## config.mk

```make
export PLATFORM = sky130hd
export DESIGN_NAME = uart_rx_flat
export DESIGN_NICKNAME = d
export VERILOG_FILES = /design/src/rtl/uart_rx_if.sv /design/src/rtl/uart_rx.sv /design/src/flat_wrapper.sv
export SDC_FILE = /design/constraint.sdc
export NUM_CORES = 1
export LEC_CHECK = 0
export CAP_MARGIN = 15
export CELL_PAD_IN_SITES_DETAIL_PLACEMENT = 1
export CELL_PAD_IN_SITES_GLOBAL_PLACEMENT = 1
export CORE_ASPECT_RATIO = 1.4
export CORE_UTILIZATION = 45
export CTS_CLUSTER_SIZE = 14
export DETAILED_ROUTE_END_ITERATION = 8
export GPL_TIMING_DRIVEN = 0
export PLACE_DENSITY_LB_ADDON = 0.1
export SLEW_MARGIN = 20
export SYNTH_ARGS = -nofsm -noshare
export SYNTH_HDL_FRONTEND = slang
export SYNTH_SLANG_ARGS = --single-unit
```

## constraint.sdc

```tcl
create_clock -name clk -period 4.2 [get_ports clk]
set_input_delay 0.84 -clock clk [delete_from_list [all_inputs] [get_ports clk]]
set_output_delay 0.84 -clock clk [all_outputs]
set_load 0.1 [all_outputs]
```

## src/rtl/uart_rx_if.sv

```systemverilog
// uart_rx_if: parallel-side bundle of the UART receiver.
//   rx_data   : received byte, stable while rx_valid is high
//   rx_valid  : rx_data holds an unconsumed byte
//   rx_ready  : consumer accepts the byte when rx_valid && rx_ready
//   frame_err : one-cycle pulse, stop bit sampled low
//   overrun   : one-cycle pulse, byte completed while the buffer was full
// master = receiver side, slave = consumer side.
interface uart_rx_if #(
  parameter int DATA_BITS = 8
);
  logic [DATA_BITS-1:0] rx_data;
  logic                 rx_valid;
  logic                 rx_ready;
  logic                 frame_err;
  logic                 overrun;

  modport master (
    output rx_data,
    output rx_valid,
    output frame_err,
    output overrun,
    input  rx_ready
  );

  modport slave (
    input  rx_data,
    input  rx_valid,
    input  frame_err,
    input  overrun,
    output rx_ready
  );
endinterface

```

## src/rtl/uart_rx.sv

```systemverilog
// uart_rx: 8N1-style UART receiver with mid-bit sampling, start-glitch
// rejection, stop-bit checking and a single-entry output buffer.
//   clk   : sole clock, rising edge
//   rst_n : synchronous active-low reset
//   rx    : asynchronous serial line, idles high
//   bus   : uart_rx_if.master (rx_data/rx_valid/rx_ready/frame_err/overrun)
module uart_rx #(
  parameter int CLKS_PER_BIT = 16,
  parameter int DATA_BITS    = 8
) (
  input  logic        clk,
  input  logic        rst_n,
  input  logic        rx,
  uart_rx_if.master   bus
);

  localparam int CW = $clog2(CLKS_PER_BIT);
  localparam int IW = $clog2(DATA_BITS + 1);

  localparam logic [CW-1:0] HALF_M1  = CW'(CLKS_PER_BIT / 2 - 1);
  localparam logic [CW-1:0] FULL_M1  = CW'(CLKS_PER_BIT - 1);
  localparam logic [CW-1:0] CNT_ONE  = CW'(1);
  localparam logic [CW-1:0] CNT_ZERO = CW'(0);
  localparam logic [IW-1:0] IDX_LAST = IW'(DATA_BITS - 1);
  localparam logic [IW-1:0] IDX_ONE  = IW'(1);
  localparam logic [IW-1:0] IDX_ZERO = IW'(0);

  typedef enum logic [2:0] {
    IDLE  = 3'd0,
    START = 3'd1,
    DATA  = 3'd2,
    STOP  = 3'd3,
    BRK   = 3'd4
  } state_t;

  state_t               state_q, state_d;
  logic [CW-1:0]        cnt_q, cnt_d;
  logic [IW-1:0]        idx_q, idx_d;
  logic [DATA_BITS-1:0] shift_q, shift_d;
  logic [DATA_BITS-1:0] rx_data_q, rx_data_d;
  logic                 rx_valid_q, rx_valid_d;
  logic                 frame_err_q, frame_err_d;
  logic                 overrun_q, overrun_d;
  logic                 sync1_q, sync1_d;
  logic                 sync2_q, sync2_d;
  logic                 rx_s;
  logic                 deliver_s;

  assign rx_s = sync2_q;

  assign bus.rx_data   = rx_data_q;
  assign bus.rx_valid  = rx_valid_q;
  assign bus.frame_err = frame_err_q;
  assign bus.overrun   = overrun_q;

  // Next-state logic: synchroniser, frame FSM and output buffer.
  always_comb begin
    sync1_d     = rx;
    sync2_d     = sync1_q;
    state_d     = state_q;
    cnt_d       = cnt_q;
    idx_d       = idx_q;
    shift_d     = shift_q;
    rx_data_d   = rx_data_q;
    rx_valid_d  = rx_valid_q;
    frame_err_d = 1'b0;
    overrun_d   = 1'b0;
    deliver_s   = 1'b0;

    case (state_q)
      IDLE: begin
        if (!rx_s) begin
          state_d = START;
          cnt_d   = CNT_ZERO;
        end else begin
          state_d = IDLE;
        end
      end
      START: begin
        // Re-check the line half a bit in; a high level means the falling
        // edge was only a glitch.
        if (cnt_q == HALF_M1) begin
          cnt_d = CNT_ZERO;
          if (!rx_s) begin
            state_d = DATA;
            idx_d   = IDX_ZERO;
          end else begin
            state_d = IDLE;
          end
        end else begin
          cnt_d = cnt_q + CNT_ONE;
        end
      end
      DATA: begin
        if (cnt_q == FULL_M1) begin
          // LSB arrives first, so shifting right in from the MSB leaves
          // bit 0 in position 0 after the last sample.
          shift_d = {rx_s, shift_q[DATA_BITS-1:1]};
          cnt_d   = CNT_ZERO;
          idx_d   = idx_q + IDX_ONE;
          if (idx_q == IDX_LAST) begin
            state_d = STOP;
          end else begin
            state_d = DATA;
          end
        end else begin
          cnt_d = cnt_q + CNT_ONE;
        end
      end
      STOP: begin
        if (cnt_q == FULL_M1) begin
          cnt_d = CNT_ZERO;
          if (rx_s) begin
            state_d   = IDLE;
            deliver_s = 1'b1;
          end else begin
            state_d     = BRK;
            frame_err_d = 1'b1;
          end
        end else begin
          cnt_d = cnt_q + CNT_ONE;
        end
      end
      BRK: begin
        // Hold off until the line returns high so a stuck-low line does
        // not keep generating frames.
        if (rx_s) begin
          state_d = IDLE;
        end else begin
          state_d = BRK;
        end
      end
      default: begin
        state_d = IDLE;
        cnt_d   = CNT_ZERO;
      end
    endcase

    // A consume on the delivery edge frees the slot for the new byte.
    if (deliver_s) begin
      if (!rx_valid_q || bus.rx_ready) begin
        rx_data_d  = shift_q;
        rx_valid_d = 1'b1;
      end else begin
        overrun_d  = 1'b1;
      end
    end else if (rx_valid_q && bus.rx_ready) begin
      rx_valid_d = 1'b0;
    end else begin
      rx_valid_d = rx_valid_q;
    end
  end

  // State register with synchronous active-low reset; synchroniser idles high.
  always_ff @(posedge clk) begin
    if (!rst_n) begin
      sync1_q     <= 1'b1;
      sync2_q     <= 1'b1;
      state_q     <= IDLE;
      cnt_q       <= CNT_ZERO;
      idx_q       <= IDX_ZERO;
      shift_q     <= {DATA_BITS{1'b0}};
      rx_data_q   <= {DATA_BITS{1'b0}};
      rx_valid_q  <= 1'b0;
      frame_err_q <= 1'b0;
      overrun_q   <= 1'b0;
    end else begin
      sync1_q     <= sync1_d;
      sync2_q     <= sync2_d;
      state_q     <= state_d;
      cnt_q       <= cnt_d;
      idx_q       <= idx_d;
      shift_q     <= shift_d;
      rx_data_q   <= rx_data_d;
      rx_valid_q  <= rx_valid_d;
      frame_err_q <= frame_err_d;
      overrun_q   <= overrun_d;
    end
  end

endmodule
```

## src/flat_wrapper.sv

```systemverilog
// flat-port wrapper written by rule: the top's interface ports become plain ports
module uart_rx_flat 
#(
  parameter int CLKS_PER_BIT = 16,
  parameter int DATA_BITS    = 8
)
  (clk, rst_n, rx, bus_rx_data, bus_rx_valid, bus_frame_err, bus_overrun, bus_rx_ready);
  uart_rx_if #(.DATA_BITS(DATA_BITS)) bus_i ();
  input  logic clk;
  input  logic rst_n;
  input  logic rx;
  output wire logic [$bits(bus_i.rx_data)-1:0] bus_rx_data;
  output wire logic [$bits(bus_i.rx_valid)-1:0] bus_rx_valid;
  output wire logic [$bits(bus_i.frame_err)-1:0] bus_frame_err;
  output wire logic [$bits(bus_i.overrun)-1:0] bus_overrun;
  input wire logic [$bits(bus_i.rx_ready)-1:0] bus_rx_ready;
  assign bus_rx_data = bus_i.rx_data;
  assign bus_rx_valid = bus_i.rx_valid;
  assign bus_frame_err = bus_i.frame_err;
  assign bus_overrun = bus_i.overrun;
  assign bus_i.rx_ready = bus_rx_ready;
  uart_rx #(.CLKS_PER_BIT(CLKS_PER_BIT), .DATA_BITS(DATA_BITS)) u_core (.clk(clk), .rst_n(rst_n), .rx(rx), .bus(bus_i));
endmodule
```

==> After elaboration in Yosys (flattened, before gate mapping) <==
Index checks and enable logic that the tools add are counted.
W data, S select, Z words.
{ "op_classes": {"add_sub_neg": 2, "n_mul": 0, "div_mod_pow": 0, "n_lt_le_gt_ge": 0, "eq_ne": 13, "shift": 0, "mux": 23, "bitwise_logic": 1, "n_reduce_logical": 15} }
{ "ops": {"columns": ["operator", "count"], "rows": [
  ["$mux W4", 5],
  ["$pmux W4 S4", 1],
  ["$pmux W3 S5", 1],
  ["$mux W3", 4],
  ["$mux W1", 10],
  ["$reduce_and A2 Y1", 5],
  ["$add A4 B1 Y4 const B", 2],
  ["$eq A4 B3 Y1 const B", 2],
  ["$pmux W4 S2", 1],
  ["$eq A3 B2 Y1 const B", 2],
  ["$ne A2 B1 Y1 const B", 3],
  ["$ne A2 B2 Y1 const B", 3],
  ["$reduce_and A3 Y1", 2],
  ["$eq A4 B4 Y1 const B", 1],
  ["$reduce_and A4 Y1", 1],
  ["$reduce_bool A2 Y1", 2],
  ["$eq A3 B1 Y1 const B", 1],
  ["$eq A3 B3 Y1 const B", 1],
  ["$logic_not A3 Y1", 1],
  ["$mux W2", 1],
  ["$reduce_or A2 Y1", 1],
  ["$logic_and A1 B1 Y1", 1],
  ["$logic_not A1 Y1", 1],
  ["$logic_or A1 B1 Y1", 1],
  ["$not A1 Y1", 1]
]} }
{ "word_totals": {"regBits": 32, "latch_bits": 0, "ramBits": 0, "mem_bits_ro": 0, "in_bits": 4, "out_inout_bits": 11, "mem_count": 0} }

==> Logic depth before layout (Yosys ltp) <==
Gate-level depths: netlist of run 1.
{ "logic_depth": {"word_depth": 5, "depth_mapped": 7, "mapped_depth_nobuf": 5} }

==> Worst setup path before layout of run 1 <==
No wires, ideal clock.
{ "synth_path": {"path_type": "flip-flop to flip-flop", "from": "register u_core.rx_valid_q, in the netlist u_core.bus.rx_valid", "to": "register u_core.rx_data_q[1], in the netlist u_core.bus.rx_data[1]", "setup_time_ns": 0.074, "arrival_time_ns": 1.787, "required_time_ns": 4.126, "setup_slack_ns": 2.339, "path_stages_with_launch": 6, "path_buffers": 1, "synth_period_minus_slack_ns": 1.861, "path_cell_list": "dfxtp_1 > nand2b_1 > nand4_1 > clkbuf_1 > nand3_1 > o21ai_0"} }
{ "synth_between": {"elab_chain_cells": 3} }
{ "synth_rtl": {"columns": ["element", "line", "text"], "rows": [
  ["start: declaration", "uart_rx.sv:41", "logic rx_valid_q, rx_valid_d;"],
  ["start signal: assignment", "uart_rx.sv:175", "rx_valid_q <= rx_valid_d;"],
  ["$logic_not A1 Y1", "uart_rx.sv:141", "if (!rx_valid_q || bus.rx_ready) begin"],
  ["$logic_or A1 B1 Y1", "uart_rx.sv:141", null],
  ["$reduce_and A2 Y1 (no source line)", null, null],
  ["end signal: assignment", "uart_rx.sv:163", "rx_data_q <= {DATA_BITS{1'b0}};"],
  ["end signal: assignment", "uart_rx.sv:174", "rx_data_q <= rx_data_d;"],
  ["end: declaration", "uart_rx.sv:40", "logic [DATA_BITS-1:0] rx_data_q, rx_data_d;"]
]} }
Every way passes these cells.
A chain may end at the register's enable or synchronous reset.

==> Worst setup path after layout of run 1 <==
{ "layout_path": {"from": "register u_core.rx_data_q[1], in the netlist u_core.bus.rx_data[1]", "to": "output port bus_rx_data[1]"} }
{ "layout_rtl": {"columns": ["element", "line", "text"], "rows": [
  ["end: declaration", "flat_wrapper.sv:12", "output wire logic [$bits(bus_i.rx_data)-1:0] bus_rx_data;"]
]} }
No word-level cell between the ends.

==> impl_metrics.tcl, run 1 <==
set metrics [dict create \
    outcome "completed" \
    grt_usage 0.2303 \
    pwr_density_cell_nw_per_um2 446.6 \
    cts_root_buffer "clkbuf_8" \
    pwr-share-clk 0.327 \
    grt_pass1_wl_um 5747 \
    slew_violations 0 \
    htree_levels 2 \
    io_pins 15 \
    nets 180 \
    cts_resized 0 \
    slowest_stage "clkdlybuf4s50_1" \
    swShare 0.3081 \
    worst_pin_slew_ns 0.9883 \
    fin_skew_ns 0.002346 \
    critPathRequiredTime_ns 3.36 \
    finalSetupViolCount 0 \
    finalPower_uw 743.7 \
    ant_nets 0 \
    avgRoutedWirePerCell_um 16.06 \
    die_area_um2 3339 \
    avgSynthCellArea_um2 9.083 \
    fin_crit_sh 0.6263 \
    drc 0 \
    via_per_inst 5.519 \
    fp.dieW_um 49.12 \
    hold_buffers 0 \
    numCtsBuffers 5 \
    grt_pass1_vias 1252 \
    p_comb_frac 0.221 \
    synth_warnings 0 \
    end_kind "output port" \
    firstDrtPassIters 4 \
    antenna_found_initial 0 \
    drive_gt1_frac 0.08000 \
    intPower_uw 514.6 \
    finalSetupTns_ns 0 \
    hpwl_um 2513 \
    clockBufferDepth 2 \
    drt_wl_total_um 3405 \
    grt_max_degree 11 \
    postCtsSetupRepairBufs 0 \
    insertion_delay_ns 0.28 \
    slowest_delay_ns 1.15 \
    synthCells 154 \
    initialDrtViolationCount 16 \
    p_leak_nw 0.5895 \
    seqPwrFrac 0.452 \
    gp_congestion 0.7989 \
    period_needed_ns 2.631 \
    path_cells "clkdlybuf4s50_1" \
    cts_tree "built" \
    n_antenna_cell 0 \
    ys_types 38 \
    vias 1170 \
    cp_max_fo 2 \
    max-cap-violations 0 \
    hold_slack_ns 0.4135 \
    hold_violations 0 \
    max_freq_ghz 0.3801 \
    io_buffer_count 13 \
    hold_path_class "reg2reg" \
    grt_overflow 0 \
    cp-start-kind "flip-flop" \
    synth.net_count 160 \
    path_clk_slew_ns 0.06 \
    synth_area_um2 1399 \
    critPathTopFamily "buffers and inverters" \
    p_switching_uw 229.2 \
    initial_core_util 0.4813 \
    area_delta_synth_final_pct 19.05 \
    max-slew-margin-rel 0.3391 \
    vdd_drop_max_mv 0.2670 \
    die_y_um 67.97 \
    cts_sinks 32 \
    core_um2 2907 \
    critPathKind "reg2out" \
    arrival_ns 1.79 \
    ys_seq_area_frac 0.4580 \
    grt_setup_unrepaired "false" \
    ys_seq_elements 32 \
    crit_buf_inv 1 \
    rows 23 \
]
[flip-flops by register name (all words and copies together) (netlist names), 3 cells and up]
register / flops
u_core.bus.rx_data: 8
u_core.cnt_q: 4
u_core.idx_q: 4
u_core.shift_q: 8
u_core.state_q: 3
[power by group through the flow]
stage,Sequential [mW],Combinational [mW],Clock (mW)
4_1_cts,0.336,0.165,0.247
5_1_grt,0.337,0.186,0.258
2_1_floorplan,0.338,0.125,0
6_report,0.336,0.164,0.243
3_5_place_dp,0.343,0.163,0
3_3_place_gp,0.341,0.151,0
[Yosys cell counts (all sizes together)]
cell type   n  area [um^2]
ha          2        25.02
nor2b       2        12.51
buf         4        26.27
or3b        1        8.760
inv         3        11.26
clkbuf      7        26.28
o21a        3        22.52
or4b        1        13.76
a32oi       2        17.52
a21oi       2        10.01
and4b       1        10.01
o21ai      11        58.80
dfxtp      32        640.6
nand2b      6        37.54
nor3        4        20.02
a311o       1        10.01
nand2      12        45.04
a22oi       2        15.01
xnor2       1        8.760
a211oi      2        27.53
nor3b       1        7.510
o311a       1        10.01
xor2        1        8.760
nand3b      1        7.510
mux2i      11        110.1
nand4       2        12.51
a311oi      1        8.760
and2        1        6.260
a31o        1        8.760
nor4        1        6.260
nor2       20        91.34
and3        3        18.77
nand3      11        55.05
[layout by cell type, fill, tap and decap left out]
cell type	count
and3_1	3
buf_6	1
o21a_1	3
inv_1	3
a311o_1	1
a311oi_1	1
nor3_1	4
clkbuf_1	9
clkbuf_8	6
xor2_1	1
dfxtp_1	32
nand3_1	11
nor2b_1	2
nor3b_1	1
or3b_1	1
nand2b_1	6
xnor2_1	1
a31o_1	1
nor2_8	1
a32oi_1	2
a211oi_4	1
buf_2	3
o21ai_0	9
a21oi_1	2
and4b_1	1
a211oi_1	1
nand2_1	12
nor2_1	19
o311a_1	1
nand4_1	2
mux2i_1	11
ha_1	2
clkdlybuf4s50_1	13
o21ai_2	1
nor4_1	1
and2_1	1
o21ai_1	1
a22oi_1	2
or4b_4	1
nand3b_1	1
[worst paths after layout]
path	startpoint	to	slack, ns	depth (start not counted)
worst max-delay path	u_core.bus.rx_data[1]	bus_rx_data[1]	1.57	1
worst min-delay path	u_core.sync1_q	u_core.rx_s	0.41	1
worst max register to register	u_core.cnt_q[0]	u_core.bus.rx_data[1]	2.14	7
worst min register to register	u_core.sync1_q	u_core.rx_s	0.41	1
[layout make-up]
| class | instances | area, um^2 |
|---|---|---|
| Buffer | 11 | 52.55 |
| Clock buffer | 8 | 90.09 |
| Fill cell | 341 | 1241 |
| Inverter | 3 | 11.26 |
| Multi-Input combinational cell | 108 | 694.4 |
| Sequential cell | 32 | 640.6 |
| Tap cell | 37 | 46.29 |
| Timing Repair Buffer | 13 | 130.1 |
[metal layers]
| metal | wire [um] | vias up | track usage |
|---|---|---|---|
| li1 | - | 576 | - |
| met1 | 1417 | 565 | 0.2408 |
| met2 | 1816 | 20 | 0.4264 |
| met3 | 79 | 9 | 0.04444 |
| met4 | 92 | 0 | 0.1397 |
| met5 | 0 | - | 0 |
[stage by stage]
stage | util | cells | cell area, um^2 | setup WS (ns)
after floorplan | - | 154 | 1399 | 2.339
after global placement | 0.5420 | 204 | 1575 | 1.821
after detailed placement | 0.5420 | 204 | 1575 | 1.746
after CTS | 0.5730 | 212 | 1665 | 1.560
after global routing | 0.5730 | 212 | 1665 | 1.530
final | 0.5730 | 212 | 1665 | 1.569
[cell families after synthesis]
group                      count (synthesis)  synth area share
adders and majority gates                  2           0.01789
and+or+nand+nor                           67            0.2522
DFF                                       32            0.4580
muxes                                     11           0.07872
buffers and inverters                     14           0.04562
xor gates and xnor gates                   2           0.01252
AOI/OAI and AO/OA                         26            0.1351
(Power assumes the default switching activity.)
==> run 2, diff against run 1 <==
--- a/config.mk
+++ b/config.mk
@@ -9,7 +9,7 @@
 export CELL_PAD_IN_SITES_DETAIL_PLACEMENT = 1
 export CELL_PAD_IN_SITES_GLOBAL_PLACEMENT = 1
 export CORE_ASPECT_RATIO = 1.4
-export CORE_UTILIZATION = 45
+export CORE_UTILIZATION = 38
 export CTS_CLUSTER_SIZE = 14
 export DETAILED_ROUTE_END_ITERATION = 8
 export GPL_TIMING_DRIVEN = 0
==> constraint.sdc (replaced) <==
create_clock -name clk -period 2.35 [get_ports clk]
set_input_delay 0.47 -clock clk [delete_from_list [all_inputs] [get_ports clk]]
set_output_delay 0.47 -clock clk [all_outputs]
set_load 0.1 [all_outputs]
==> impl_metrics.tcl, run 2 (same netlist as run 1, synthesis figures left out) <==
set metrics [dict create \
    crit_buf_inv 1 \
    vias 1177 \
    htree_levels 2 \
    final_util 0.4858 \
    max_freq_ghz 0.4467 \
    vdd_drop_max_mv 0.6215 \
    cp-startpoint "u_core.bus.rx_data[2]" \
    pwr_density_cell_nw_per_um2 798.2 \
    die_area_um2 3931 \
    firstDrtPassIters 4 \
    slowest_stage "clkdlybuf4s50_1" \
    hold_slack_ns 0.4179 \
    path_clk_slew_ns 0.07 \
    initialDrtViolationCount 23 \
    rows 25 \
    hold_buffers 0 \
    cp-endpoint "bus_rx_data[2]" \
    die_y_um 73.79 \
    io_buffer_count 13 \
    cts_sinks 32 \
    hold_violations 0 \
    p_switching_uw 419.5 \
    arrival_ns 1.77 \
    nets 180 \
    drt_wl_total_um 3422 \
    critPathKind "reg2out" \
    hold_path_class "reg2reg" \
    hold_start "u_core.sync1_q" \
    worst_pin_slew_ns 0.9762 \
    outcome "completed" \
    n_antenna_cell 0 \
    fin_crit_sh 0.9526 \
    antenna_found_initial 0 \
    swShare 0.3144 \
    io_pins 15 \
    critPathTopFamily "buffers and inverters" \
    grt_pass1_wl_um 5595 \
    layout_common_cells "dfxtp_1 (32), nor2_1 (19), clkdlybuf4s50_1 (13)" \
    numCtsBuffers 5 \
    insertion_delay_ns 0.29 \
    cp.depth 1 \
    ant_nets 0 \
    p_comb_frac 0.219 \
    end_kind "output port" \
    cts_tree "built" \
    grt_usage 0.2032 \
    seqPwrFrac 0.452 \
    fp.dieW_um 53.28 \
    cp_max_fo 2 \
    period_needed_ns 2.239 \
    grt_pass1_vias 1243 \
    grt_setup_unrepaired "false" \
    intPower_uw 914.9 \
    area_delta_synth_final_pct 19.50 \
    postCtsSetupRepairBufs 0 \
    grt_overflow 0 \
    dpl.cell_count 207 \
    core_um2 3441 \
    drc 0 \
    p_leak_nw 0.5949 \
    clockBufferDepth 2 \
    cts_root_buffer "clkbuf_8" \
    gp_congestion 0.7801 \
    slew_violations 0 \
    drive_gt1_frac 0.09143 \
    finalSetupTns_ns 0 \
    r2r_end "u_core.bus.rx_data[1]" \
    initial_core_util 0.4065 \
    avgRoutedWirePerCell_um 15.92 \
    finalSetupViolCount 0 \
    ff2ff_path_depth 7 \
    r2r_setup_slack_ns 0.27 \
    via_per_inst 5.474 \
    pwr-share-clk 0.329 \
    layout_commonest_cell "dfxtp_1" \
    cts_resized 0 \
    critPathRequiredTime_ns 1.88 \
    grt_max_degree 11 \
    cp-start-kind "flip-flop" \
    max-slew-margin-rel 0.3472 \
    slowest_delay_ns 1.14 \
    fin_skew_ns 0.004011 \
    max-cap-violations 0 \
    finalPower_mw 1.334 \
    path_cells "clkdlybuf4s50_1" \
    hpwl_um 2542 \
    final_cells 215 \
    reg2reg_from "u_core.cnt_q[0]" \
]
-- run 2: changes by cell type in the layout (fill, tap and decap cells not counted), sizes merged --
cell	previous run	this run
clkbuf	15	13
clkinv	0	2
-- run 2: how the worst min path moves through the flow --
stage | slack (ns) | endpoint | cells after the start
floorplan | 0.39 | u_core.rx_s | 1
global placement | 0.40 | u_core.rx_s | 1
detailed placement | 0.41 | u_core.rx_s | 1
CTS | 0.42 | u_core.rx_s | 1
global route | 0.43 | u_core.rx_s | 1
finish | 0.42 | u_core.rx_s | 1
-- run 2: cell type report --
cell class | count | area, um^2
buffer | 11 | 52.55
clock buffer | 6 | 82.58
clock inverter | 2 | 10.01
fill | 426 | 1769
inverter | 3 | 11.26
multi-input combinational | 108 | 694.4
sequential | 32 | 640.6
tap | 40 | 50.05
timing repair buffer | 13 | 130.1
-- run 2: layer usage --
metal | share of wire | vias to the layer above | wire, um | global-route usage
met4 | 0.022 | 0 | 75 | 0.1053
met3 | 0.025 | 6 | 84 | 0.06211
met2 | 0.57 | 10 | 1937 | 0.3667
met1 | 0.39 | 582 | 1324 | 0.1997
met5 | 0 | - | 0 | 0
li1 | - | 579 | - | -
-- run 2: power groups by stage --
| stage | Sequential [mW] | Combinational [mW] | Clock [mW] |
|---|---|---|---|
| after global placement | 0.609 | 0.273 | 0 |
| final | 0.603 | 0.292 | 0.439 |
| after global routing | 0.606 | 0.322 | 0.476 |
| after detailed placement | 0.616 | 0.293 | 0 |
| after CTS | 0.603 | 0.296 | 0.453 |
| after floorplan | 0.604 | 0.224 | 0 |
-- run 2: stage by stage --
| stage | setup slack, ns | cell area (um^2) |
|---|---|---|
| after global routing | 0.06586 | 1672 |
| final | 0.1114 | 1672 |
| after global placement | 0.3827 | 1579 |
| after detailed placement | 0.2580 | 1579 |
| after floorplan | 0.4889 | 1399 |
| after CTS | 0.09650 | 1672 |
